$ cat config.mk
export PLATFORM = sky130hd
export DESIGN_NAME = display_scheduler_flat
export DESIGN_NICKNAME = d
export VERILOG_FILES = /design/src/rtl/display_scheduler_pkg.sv /design/src/rtl/display_scheduler_if.sv /design/src/rtl/display_scheduler_bin2bcd.sv /design/src/rtl/display_scheduler.sv /design/src/flat_wrapper.sv
export SDC_FILE = /design/constraint.sdc
export NUM_CORES = 1
export LEC_CHECK = 0
export CORE_MARGIN = 2
export CORE_UTILIZATION = 57
export DETAILED_ROUTE_END_ITERATION = 7
export PLACE_DENSITY = 0.94
export SLEW_MARGIN = 30
export SYNTH_ARGS = -nofsm -noshare
export SYNTH_HDL_FRONTEND = slang
export SYNTH_SLANG_ARGS = --single-unit
$ cat constraint.sdc
create_clock -name clk -period 7.8 [get_ports clk]
set_input_delay 2.34 -clock clk [delete_from_list [all_inputs] [get_ports clk]]
set_output_delay 2.34 -clock clk [all_outputs]
set_load 0.005 [all_outputs]
$ cat src/rtl/display_scheduler_pkg.sv
// Shared types and sizing for the display scheduler and its double-dabble engine.
package display_scheduler_pkg;

  localparam int DATA_W   = 32;
  localparam int DIGITS   = 10;
  localparam int BCD_W    = 4 * DIGITS;
  localparam int HOLD_CYC = 2 ** 24;
  localparam int CNT_W    = $clog2(DATA_W + 1);

  // Widest binary input whose maximum value still fits in DIGITS decimal digits.
  localparam int MAX_BIN_BITS = $rtoi(DIGITS * 3.321928094887362);

  localparam logic [3:0] MODE_DASH = 4'ha;

  typedef enum logic [1:0] {
    IDLE = 2'd0,
    CONV = 2'd1,
    DONE = 2'd2
  } state_e;

endpackage

$ cat src/rtl/display_scheduler_if.sv
// Requester handshakes, clear input and seven-segment driver outputs of the display scheduler.
interface display_scheduler_if;
  import display_scheduler_pkg::*;

  logic              req0_valid;
  logic              req0_ready;
  logic [DATA_W-1:0] req0_data;
  logic [3:0]        req0_mode;
  logic              req1_valid;
  logic              req1_ready;
  logic [DATA_W-1:0] req1_data;
  logic [3:0]        req1_mode;
  logic              clear;
  logic [BCD_W-1:0]  BCD;
  logic [3:0]        mode;
  logic              en;
  logic              busy;

  modport master (
    output req0_valid, req0_data, req0_mode,
    output req1_valid, req1_data, req1_mode,
    output clear,
    input  req0_ready, req1_ready, BCD, mode, en, busy
  );

  modport slave (
    input  req0_valid, req0_data, req0_mode,
    input  req1_valid, req1_data, req1_mode,
    input  clear,
    output req0_ready, req1_ready, BCD, mode, en, busy
  );

endinterface

$ cat src/rtl/display_scheduler_bin2bcd.sv
// Iterative double-dabble converter: one add-3/shift step per clock, DATA_W steps per value.
module bin2bcd_seq
  import display_scheduler_pkg::*;
(
  input  logic              clk,
  input  logic              rst,
  input  logic              start,
  input  logic [DATA_W-1:0] bin,
  output logic              done,
  output logic [BCD_W-1:0]  bcd
);

  logic [DATA_W-1:0] shift_q, shift_d;
  logic [BCD_W-1:0]  acc_q, acc_d, acc_adj;
  logic [CNT_W-1:0]  cnt_q, cnt_d;
  logic              active_q, active_d;

  // done flags the cycle whose clock edge performs the final iteration
  assign done = active_q && (cnt_q == CNT_W'(DATA_W - 1));
  assign bcd  = acc_q;

  always_comb begin
    acc_adj  = acc_q;
    shift_d  = shift_q;
    acc_d    = acc_q;
    cnt_d    = cnt_q;
    active_d = active_q;
    for (int i = 0; i < DIGITS; i++) begin
      if (acc_q[4*i +: 4] >= 4'd5) begin
        acc_adj[4*i +: 4] = acc_q[4*i +: 4] + 4'd3;
      end
    end
    if (start) begin
      shift_d  = bin;
      acc_d    = '0;
      cnt_d    = '0;
      active_d = 1'b1;
    end else if (active_q) begin
      acc_d   = {acc_adj[BCD_W-2:0], shift_q[DATA_W-1]};
      shift_d = {shift_q[DATA_W-2:0], 1'b0};
      cnt_d   = cnt_q + 1'b1;
      if (done) begin
        active_d = 1'b0;
      end
    end
  end

  always_ff @(posedge clk or posedge rst) begin
    if (rst) begin
      shift_q  <= '0;
      acc_q    <= '0;
      cnt_q    <= '0;
      active_q <= 1'b0;
    end else begin
      shift_q  <= shift_d;
      acc_q    <= acc_d;
      cnt_q    <= cnt_d;
      active_q <= active_d;
    end
  end

endmodule

$ cat src/rtl/display_scheduler.sv
// Round-robin arbiter, conversion FSM and registered driver outputs for the 12-digit display.
// Optional DISPLAY_HOLD_EN keeps each shown value up for HOLD_CYC cycles before the next grant.
module display_scheduler
  import display_scheduler_pkg::*;
(
  input  logic                clk,
  input  logic                rst,
  display_scheduler_if.slave  bus
);

  if (DATA_W > MAX_BIN_BITS) begin : g_width_check
    $error("DATA_W exceeds what DIGITS decimal digits can represent");
  end

  state_e           state_q, state_d;
  logic             ptr_q, ptr_d;
  logic [3:0]       mode_hold_q, mode_hold_d;
  logic [BCD_W-1:0] bcd_q, bcd_d;
  logic [3:0]       mode_q, mode_d;
  logic             en_q, en_d;

  logic             grant0, grant1, rdy0, rdy1, accept, hold_ok;
  logic             conv_done;
  logic [BCD_W-1:0] conv_bcd;

`ifdef DISPLAY_HOLD_EN
  localparam int HOLD_W = $clog2(HOLD_CYC + 1);
  logic [HOLD_W-1:0] hold_q, hold_d;

  assign hold_ok = (hold_q == '0);

  always_comb begin
    hold_d = hold_q;
    if (state_q == DONE) begin
      hold_d = HOLD_W'(HOLD_CYC);
    end else if (hold_q != '0) begin
      hold_d = hold_q - 1'b1;
    end
  end

  always_ff @(posedge clk or posedge rst) begin
    if (rst) begin
      hold_q <= '0;
    end else begin
      hold_q <= hold_d;
    end
  end
`else
  assign hold_ok = 1'b1;
`endif

  // With both requesters valid the pointer side wins; a lone requester always wins.
  assign grant0 = bus.req0_valid && (!bus.req1_valid || !ptr_q);
  assign grant1 = bus.req1_valid && (!bus.req0_valid || ptr_q);
  assign rdy0   = !rst && (state_q == IDLE) && hold_ok && grant0;
  assign rdy1   = !rst && (state_q == IDLE) && hold_ok && grant1;
  assign accept = rdy0 || rdy1;

  assign bus.req0_ready = rdy0;
  assign bus.req1_ready = rdy1;
  assign bus.BCD        = bcd_q;
  assign bus.mode       = mode_q;
  assign bus.en         = en_q;
  assign bus.busy       = (state_q != IDLE);

  bin2bcd_seq u_bin2bcd (
    .clk   (clk),
    .rst   (rst),
    .start (accept),
    .bin   (rdy0 ? bus.req0_data : bus.req1_data),
    .done  (conv_done),
    .bcd   (conv_bcd)
  );

  always_comb begin
    state_d     = state_q;
    ptr_d       = ptr_q;
    mode_hold_d = mode_hold_q;
    bcd_d       = bcd_q;
    mode_d      = mode_q;
    en_d        = en_q;
    case (state_q)
      IDLE: begin
        if (accept) begin
          state_d     = CONV;
          mode_hold_d = rdy0 ? bus.req0_mode : bus.req1_mode;
          ptr_d       = rdy0;
        end
      end
      CONV: begin
        if (conv_done) begin
          state_d = DONE;
        end
      end
      DONE: begin
        bcd_d   = conv_bcd;
        mode_d  = mode_hold_q;
        en_d    = 1'b1;
        state_d = IDLE;
      end
      default: state_d = IDLE;
    endcase
    if (bus.clear) begin
      en_d = 1'b0;
    end
  end

  always_ff @(posedge clk or posedge rst) begin
    if (rst) begin
      state_q     <= IDLE;
      ptr_q       <= 1'b0;
      mode_hold_q <= '0;
      bcd_q       <= '0;
      mode_q      <= '0;
      en_q        <= 1'b0;
    end else begin
      state_q     <= state_d;
      ptr_q       <= ptr_d;
      mode_hold_q <= mode_hold_d;
      bcd_q       <= bcd_d;
      mode_q      <= mode_d;
      en_q        <= en_d;
    end
  end

endmodule

$ cat src/flat_wrapper.sv
// flat-port wrapper written by rule: the top's interface ports become plain ports
module display_scheduler_flat import display_scheduler_pkg::*;
  (clk, rst, bus_req0_valid, bus_req0_data, bus_req0_mode, bus_req1_valid, bus_req1_data, bus_req1_mode, bus_clear, bus_req0_ready, bus_req1_ready, bus_BCD, bus_mode, bus_en, bus_busy);
  display_scheduler_if bus_i ();
  input  logic clk;
  input  logic rst;
  input wire logic [$bits(bus_i.req0_valid)-1:0] bus_req0_valid;
  input wire logic [$bits(bus_i.req0_data)-1:0] bus_req0_data;
  input wire logic [$bits(bus_i.req0_mode)-1:0] bus_req0_mode;
  input wire logic [$bits(bus_i.req1_valid)-1:0] bus_req1_valid;
  input wire logic [$bits(bus_i.req1_data)-1:0] bus_req1_data;
  input wire logic [$bits(bus_i.req1_mode)-1:0] bus_req1_mode;
  input wire logic [$bits(bus_i.clear)-1:0] bus_clear;
  output wire logic [$bits(bus_i.req0_ready)-1:0] bus_req0_ready;
  output wire logic [$bits(bus_i.req1_ready)-1:0] bus_req1_ready;
  output wire logic [$bits(bus_i.BCD)-1:0] bus_BCD;
  output wire logic [$bits(bus_i.mode)-1:0] bus_mode;
  output wire logic [$bits(bus_i.en)-1:0] bus_en;
  output wire logic [$bits(bus_i.busy)-1:0] bus_busy;
  assign bus_i.req0_valid = bus_req0_valid;
  assign bus_i.req0_data = bus_req0_data;
  assign bus_i.req0_mode = bus_req0_mode;
  assign bus_i.req1_valid = bus_req1_valid;
  assign bus_i.req1_data = bus_req1_data;
  assign bus_i.req1_mode = bus_req1_mode;
  assign bus_i.clear = bus_clear;
  assign bus_req0_ready = bus_i.req0_ready;
  assign bus_req1_ready = bus_i.req1_ready;
  assign bus_BCD = bus_i.BCD;
  assign bus_mode = bus_i.mode;
  assign bus_en = bus_i.en;
  assign bus_busy = bus_i.busy;
  display_scheduler u_core (.clk(clk), .rst(rst), .bus(bus_i));
endmodule
# After elaboration in Yosys (flattened, before gate mapping)
# Cells that the tools add are included.
# classes
bitwise,0
muxes,26
multipliers,0
div,0
reduce_logical,19
addsub,11
n_shift,0
order_cmp,10
eq_ne,5
# op_table
cell,n
32-bit 2-to-1 mux,3
40-bit 2-to-1 mux,2
4-bit by 3-bit greater-or-equal comparator with 1-bit output (second input constant),10
4-bit 2-to-1 mux,10
4-bit by 2-bit adder with 4-bit output (second input constant),9
6-bit 2-to-1 mux,2
6-bit by 1-bit adder with 6-bit output (second input constant),1
6-bit by 5-bit == test with 1-bit output (second input constant),1
1-bit logical AND,6
2-bit nonzero test,3
1-bit 2-to-1 mux,5
1-bit logical NOT,4
2-bit 2-to-1 mux,2
2-bit by 1-bit inequality test with 1-bit output (second input constant),2
2-bit one-hot mux with 2 select lines,1
2-bit AND reduction,2
3-bit by 2-bit adder with 3-bit output (second input constant),1
1-bit logical OR,3
3-bit 2-to-1 mux,1
2-bit by 1-bit == test with 1-bit output (second input constant),1
2-bit == test (second input constant),1
2-bit logical NOT,1
# word_totals
ramBits,0
reg_bits,131
out_inout_bits,48
wordCells,81
romBits,0
memories,0
latchBits,0
in_bits,77

# Logic depth before layout (Yosys ltp)
# Gate-level depths: netlist of run 1.
# logic_depth
word_depth,7
mapped_depth,6
ltp_nobuf,6

# Hierarchy
# A second synthesis of run 1 with hierarchy kept.
# hier_totals
cells_unflattened,623
area_unflattened_um2,6811.5
# by_module_without_submodules
mod,n_inst,area_per_inst_um2,cells_each,seq_area_each_um2
bin2bcd_seq,1,4261.6,449,1976.9
display_scheduler,1,2549.9,174,1301.2

# Worst setup path after synthesis of run 1
# OpenSTA, ideal clock, no wires.
# synth_path
kind,input port to output port
startpoint,input port rst
endpoint,output port bus_req0_ready
n_path_buf,1
cell_stages,4
slack_ns,2.535
arrival_ns,2.925
t_required_ns,5.460
cell_sequence,nor3_4 > nand3_2 > clkinv_4 > buf_8
# synth_via
elab_chain_len,3
# synth_rtl
element,line_no,rtl
start: declaration,flat_wrapper.sv:6,input logic rst;
1-bit logical NOT,display_scheduler.sv:55,assign rdy0 = !rst && (state_q == IDLE) && hold_ok && grant0;
1-bit logical AND (2 in a row),display_scheduler.sv:55,
end: declaration,flat_wrapper.sv:14,output wire logic [$bits(bus_i.req0_ready)-1:0] bus_req0_ready;
# Every way passes these cells.

# Final worst setup path of run 1
# Ends and elaborated chain as after synthesis.

==> implementation parameters, run 1 <==
Parameter                              Value

Global route
  Aggregate global-route resource usage ... 25.1%
  Number of antenna violations at the first check in global routing ... 0
  Pin count of the biggest net entering global routing ... 86
  Via count of the first global-routing pass ... 5455
  Congestion Overflow GR ... 0
  Global-route wire length before repair ... 25.6 mm

Final layout
  Area added between synthesis and finish ... 24.2%
  Commonest non-fill, non-tap cell in the layout ... dfrtp_1
  Layout cell share with drive strength beyond 1 ... 14.3%
  Number of antenna repair diodes ... 0
  Leading cell types in the layout, fill and taps excluded ... dfrtp_1 (130), clkdlybuf4s50_1 (124), nand2_1 (84), a21oi_1 (70), o21ai_0 (62)
  Net count reported at finish ... 869

STA
  Fin crit share ... 87.1%
  Count of endpoints failing setup in the final report ... 0
  Unrepaired setup endpoints after global routing ... false
  Count of pins over their slew limit ... 0
  Post-layout worst setup margin ... 1000 ps
  Final number of hold-violating endpoints ... 0
  Worst slew margin relative to its limit ... 41.9%
  FMAX ... 147 MHz
  Minimum period implied by the final worst setup slack ... 6800 ps
  Setup_tns ... 0 ps
  Fin Clk Skew ... 6.49 ps
  Worst-margin pin slew ... 866 ps

Critical path
  Max stage delay on crit path ... 620 ps
  Req. time, crit path ... 5460 ps
  Critical path, cell by cell ... clkdlybuf4s50_1, nor3_4, nand3_2, buf_4, clkinv_4, clkdlybuf4s50_1
  Slowest stage cell on the critical path ... clkdlybuf4s50_1
  Critical path buffer and inverter count ... 4
  Family with the most delay on the worst path ... buffers and inverters
  CP max FO ... 38
  Most Frequent Cell on Critical Path ... clkdlybuf4s50_1
  Element type at the critical path end ... output port
  Worst path arrival time ... 4460 ps
  Startpoint Class ... input port
  Critical path start-end classification ... in -> out

Place
  Final RePlAce weighted congestion ... 0.850
  DPL Wire Length ... 10.3 mm
  Total of buffers placed on input and output ports ... 124
  Pre-CTS setup slack ... 1020 ps

Clock network
  TritonCTS sink count ... 131
  Cts bufs inserted ... 17
  Postcts setup bufs ... 0
  Post-cts sizing count ... 0
  Hold-fix buffers at CTS ... 0
  Buffer cell driving the clock tree root ... clkbuf_16
  Clock slew seen by the registers of the worst setup and hold paths ... 50 ps
  Worst-skew pair later-pin latency ... 420 ps
  Count of H-tree levels built during CTS ... 4
  Maximum buffer depth of the clock tree ... 2
  Clock tree from TritonCTS ... built

Route
  Routed via count divided by cell count ... 5.85
  First-pass iteration count of the detailed router ... 4
  Number of DRC violations after detailed routing ... 0
  Number of routed nets with antenna violations ... 0
  Detailed Route Iter0 Violations ... 364
  Sum of routed wire length over all layers ... 15.7 mm
  Via count of the routed design ... 5436
  Per-cell routed wire length ... 16.9 um

Floorplanning
  Die width ... 114 um
  Die Outline Area ... 0.0130 mm2
  Die boundary height ... 114 um
  Area of the core ... 0.0119 mm2
  Count of standard-cell rows ... 40
  # IOs ... 125
  Starting utilization of the core area ... 57.8%

Logic synthesis
  Sequential share of the synthesized area ... 47.6%
  Post-synthesis register bit count ... 131
  Post-Synthesis Net Count ... 761
  Synthesized area per cell ... 10.4 um2
  Distinct cell type count after synthesis ... 45
  Synthesis warning total ... 0
  Synth Instances ... 663
  Cell area after technology mapping ... 0.00688 mm2

Flow run
  Number of violations of the max-capacitance limit ... 0

Status
  Result of the run ... finished, final reports clean

Power and ir drop
  Post-layout total power ... 3.32 mW
  Peak supply drop ... 0.173 mV
  Power Density ... 389 mW/mm2
  Leakage power ... 4.02 nW

Worst hold path
  Class of the tightest hold or removal check ... reg -> reg
==> final timing paths <==
check	startpoint	end	slack (ps)	cells past startpoint
setup / recovery	rst	bus_req0_ready	1000	6
min in group asynchronous	rst	u_core.mode_hold_q[3]	2530	2
hold / removal	u_core.bus.BCD[21]	u_core.bus.BCD[21]	470	2
hold reg to reg	u_core.bus.BCD[21]	u_core.bus.BCD[21]	470	2
max in group asynchronous	rst	u_core.bus.BCD[15]	4150	3
setup reg to reg	u_core.u_bin2bcd.active_q	u_core.u_bin2bcd.bcd[34]	5280	4
==> power breakdown <==
group	leakage [nW]	internal (mW)	switching (mW)	total, mW
clock network	0.281	0.458	0.278	0.736
registers	1.65	0.959	0.257	1.22
logic	2.09	0.689	0.681	1.37
==> final cells by class <==
class,count,area (um2)
Sequential cell,131,3280
Inverter,31,126
Fill cell,819,3360
Clock buffer,25,526
Tap cell,147,184
Multi-Input combinational cell,460,3090
Clock inverter,5,25.0
Timing Repair Buffer,130,1310
==> stage by stage <==
| stage | std cells | hold slack [ps] | cell area (um2) | util (%) |
|---|---|---|---|---|
| floorplan | 663 | 459 | 6880 | - |
| global placement | 897 | 463 | 7950 | 66.8 |
| detailed placement | 899 | 470 | 8000 | 67.1 |
| CTS | 929 | 482 | 8550 | 71.8 |
| global route | 929 | 504 | 8550 | 71.8 |
| finish | 929 | 474 | 8550 | 71.8 |
==> flip-flops by register name, summed over array words and instances, names as in the netlist <==
register	count
u_core.u_bin2bcd.bcd	40
u_core.state_q	2
u_core.u_bin2bcd.active_q	1
u_core.bus.BCD	40
u_core.mode_hold_q	4
u_core.ptr_q	1
u_core.u_bin2bcd.shift_q	32
u_core.u_bin2bcd.cnt_q	6
u_core.bus.en	1
u_core.bus.mode	4
==> cells in the mapped netlist, drive strengths merged <==
cell type    n  area share, %
or3          1          0.091
dfrtp      131             48
xor2         3           0.38
o21ai       64            4.8
nor3b       10            1.1
a211oi      10            1.1
inv         30            1.6
or2          1          0.091
xnor2        1           0.13
nand2       85            4.7
o311a        7            1.0
clkinv       1           0.13
nand4        2           0.18
nor2b        1          0.091
and3         1           0.11
nor3         9           0.82
a31oi        7           0.64
or2b         1           0.13
o21a         1           0.11
nor4         1          0.091
a21oi       81            6.5
mux2i       36            5.2
nor2        34            1.9
a22oi       31            5.5
nand3       13            1.0
ha          21            3.8
buf         30            4.3
clkbuf      11            1.4
mux2        25            4.1
and4b        1           0.15
a2111oi      1           0.13
nand2b      12            1.1
==> tightest hold or removal path: stages, from the launching register on <==
cell and delay, ps:
dfrtp_1 340, nand2_1 40, o21ai_0 60
==> kinds of logic after synthesis <==
| family | after synthesis | share of synthesized area (%) |
|---|---|---|
| compound gates | 202 | 19.8 |
| flops | 131 | 47.6 |
| xor+xnor | 4 | 0.509 |
| buf+inv | 72 | 7.49 |
| simple gates | 172 | 11.5 |
| mux | 61 | 9.32 |
| fa+ha+maj | 21 | 3.82 |
==> per-layer routing <==
metal | track usage, % | part of all wire (%) | vias to the layer above
met5 | 0 | 0 | -
met4 | 13.6 | 3.6 | 0
met3 | 5.37 | 3.9 | 49
met2 | 43.6 | 53 | 158
met1 | 29.2 | 39 | 2677
li1 | - | - | 2552
No activity file was read; power rests on OpenSTA's default activity.
==> inputs of run 2 (changes only) <==
--- a/config.mk
+++ b/config.mk
@@ -5,7 +5,6 @@
 export SDC_FILE = /design/constraint.sdc
 export NUM_CORES = 1
 export LEC_CHECK = 0
-export CORE_MARGIN = 2
 export CORE_UTILIZATION = 57
 export DETAILED_ROUTE_END_ITERATION = 7
 export PLACE_DENSITY = 0.94
==> implementation parameters, run 2 (synthesis gave the netlist of run 1 again) <==
Parameter                              Value

Floorplanning
  Die width ... 112 um
  Die boundary height ... 112 um
  Die Outline Area ... 0.0125 mm2
  Starting utilization of the core area ... 59.3%
  # IOs ... 125
  Count of standard-cell rows ... 39
  Area of the core ... 0.0116 mm2

Power and ir drop
  Leakage power ... 4.04 nW
  Share of total power in sequential cells ... 35.7%
  Switching power as a share of total power ... 36.4%
  Internal power ... 2.19 mW
  Peak supply drop ... 0.214 mV
  Clock group share of total power ... 24.4%
  Power share of the combinational group ... 39.9%
  Power Density ... 401 mW/mm2
  Total net switching power ... 1.25 mW

STA
  Worst-margin pin slew ... 829 ps
  Count of endpoints failing setup in the final report ... 0
  Setup_tns ... 0 ps
  FMAX ... 154 MHz
  Minimum period implied by the final worst setup slack ... 6500 ps
  Count of pins over their slew limit ... 0
  Fin Clk Skew ... 5.59 ps
  Fin crit share ... 83.3%
  Post-layout worst setup margin ... 1300 ps
  Unrepaired setup endpoints after global routing ... false
  Worst slew margin relative to its limit ... 44.8%
  Final number of hold-violating endpoints ... 0

Final layout
  Leading cell types in the layout, fill and taps excluded ... dfrtp_1 (130), clkdlybuf4s50_1 (124), nand2_1 (84), a21oi_1 (70), o21ai_0 (62)
  Count of filler cells inserted in the layout ... 740
  Layout cell share with drive strength beyond 1 ... 14.3%
  Area of the multi-input gates ... 0.00309 mm2
  Post-Layout Inst Area ... 0.00860 mm2
  Number of antenna repair diodes ... 0
  Commonest non-fill, non-tap cell in the layout ... dfrtp_1
  Area added between synthesis and finish ... 24.9%
  Net count reported at finish ... 868
  Footprint of the flip-flops and latches ... 0.00328 mm2

Clock network
  Count of H-tree levels built during CTS ... 4
  TritonCTS sink count ... 131
  Buffer cell driving the clock tree root ... clkbuf_16
  Cts bufs inserted ... 17
  Clock tree from TritonCTS ... built
  Maximum buffer depth of the clock tree ... 2
  Hold-fix buffers at CTS ... 0
  Clock slew seen by the registers of the worst setup and hold paths ... 60 ps
  Postcts setup bufs ... 0
  Post-cts sizing count ... 0
  Worst-skew pair later-pin latency ... 420 ps

Status
  Result of the run ... complete, but fails checks
  Failing checks ... DRC

Route
  Via count of the routed design ... 5552
  Sum of routed wire length over all layers ... 16.4 mm
  First-pass iteration count of the detailed router ... 7
  Number of routed nets with antenna violations ... 0
  Routed via count divided by cell count ... 6.00
  Per-cell routed wire length ... 17.7 um
  Number of DRC violations after detailed routing ... 5
  Detailed Route Iter0 Violations ... 465

Place
  Pre-CTS setup slack ... 1360 ps
  Cell area after placement ... 0.00798 mm2
  Total of buffers placed on input and output ports ... 124
  DPL Wire Length ... 10.4 mm
  Final RePlAce weighted congestion ... 0.842

Critical path
  CP max FO ... 36
  Element type at the critical path end ... output port
  Critical path start-end classification ... in -> out
  Worst path arrival time ... 4160 ps
  Reg2Reg Setup Slack ... 5790 ps
  Startpoint Class ... input port
  Req. time, crit path ... 5460 ps

Global route
  Congestion Overflow GR ... 0
  Number of antenna violations at the first check in global routing ... 0
  Aggregate global-route resource usage ... 27.7%
  Via count of the first global-routing pass ... 5685
  Pin count of the biggest net entering global routing ... 98
  Global-route wire length before repair ... 27.1 mm

Flow run
  Number of violations of the max-capacitance limit ... 0

Worst hold path
  Class of the tightest hold or removal check ... reg -> reg
-- run 2: power groups by stage --
stage / clock, mW / combinational (mW) / sequential (mW)
after floorplan: 0 / 1.07 / 1.13
after global placement: 0 / 1.19 / 1.24
after detailed placement: 0 / 1.34 / 1.23
after CTS: 0.848 / 1.38 / 1.22
after global routing: 0.884 / 1.52 / 1.27
final: 0.840 / 1.38 / 1.23
-- run 2: layout make-up --
| cell class | count | area share [%] |
|---|---|---|
| Sequential cell | 131 | 38.2 |
| Multi-Input combinational cell | 460 | 36.0 |
| Inverter | 31 | 1.47 |
| Clock inverter | 10 | 1.82 |
| Clock buffer | 21 | 5.35 |
| Timing Repair Buffer | 129 | 15.1 |
| Tap cell | 143 | 2.08 |
-- run 2: routing by layer --
metal / vias up / part of all wire [%] / track usage [%]
met5: - / 0 / 0
met4: 0 / 4.7 / 16.0
met3: 76 / 4.3 / 6.26
met2: 208 / 52 / 46.2
met1: 2725 / 39 / 33.0
li1: 2543 / - / -
-- run 2: worst paths after layout --
path / startpoint / endpoint / cells past startpoint
setup / recovery: rst / bus_req0_ready / 5
hold reg to reg: u_core.bus.BCD[25] / u_core.bus.BCD[25] / 2
hold / removal: u_core.bus.BCD[25] / u_core.bus.BCD[25] / 2
max in group asynchronous: rst / u_core.u_bin2bcd.active_q / 3
min in group asynchronous: rst / u_core.u_bin2bcd.shift_q[26] / 2
setup reg to reg: u_core.u_bin2bcd.active_q / u_core.u_bin2bcd.cnt_q[5] / 4
-- run 2: worst max-delay path: stages --
cell	delay, ps
clkdlybuf4s50_1	530
nor3_4	260
nand3_2	180
clkinv_4	280
clkdlybuf4s50_1	570
-- run 2: metrics by stage --
| stage | util [%] | instances | hold WS [ps] | power (mW) |
|---|---|---|---|---|
| 3_5_place_dp | 68.7 | 894 | 470 | 2.56 |
| 2_1_floorplan | - | 663 | 459 | 2.20 |
| 5_1_grt | 74.1 | 925 | 510 | 3.67 |
| 4_1_cts | 74.0 | 925 | 483 | 3.45 |
| 6_report | 74.1 | 925 | 476 | 3.44 |
| 3_3_place_gp | 68.4 | 893 | 460 | 2.43 |
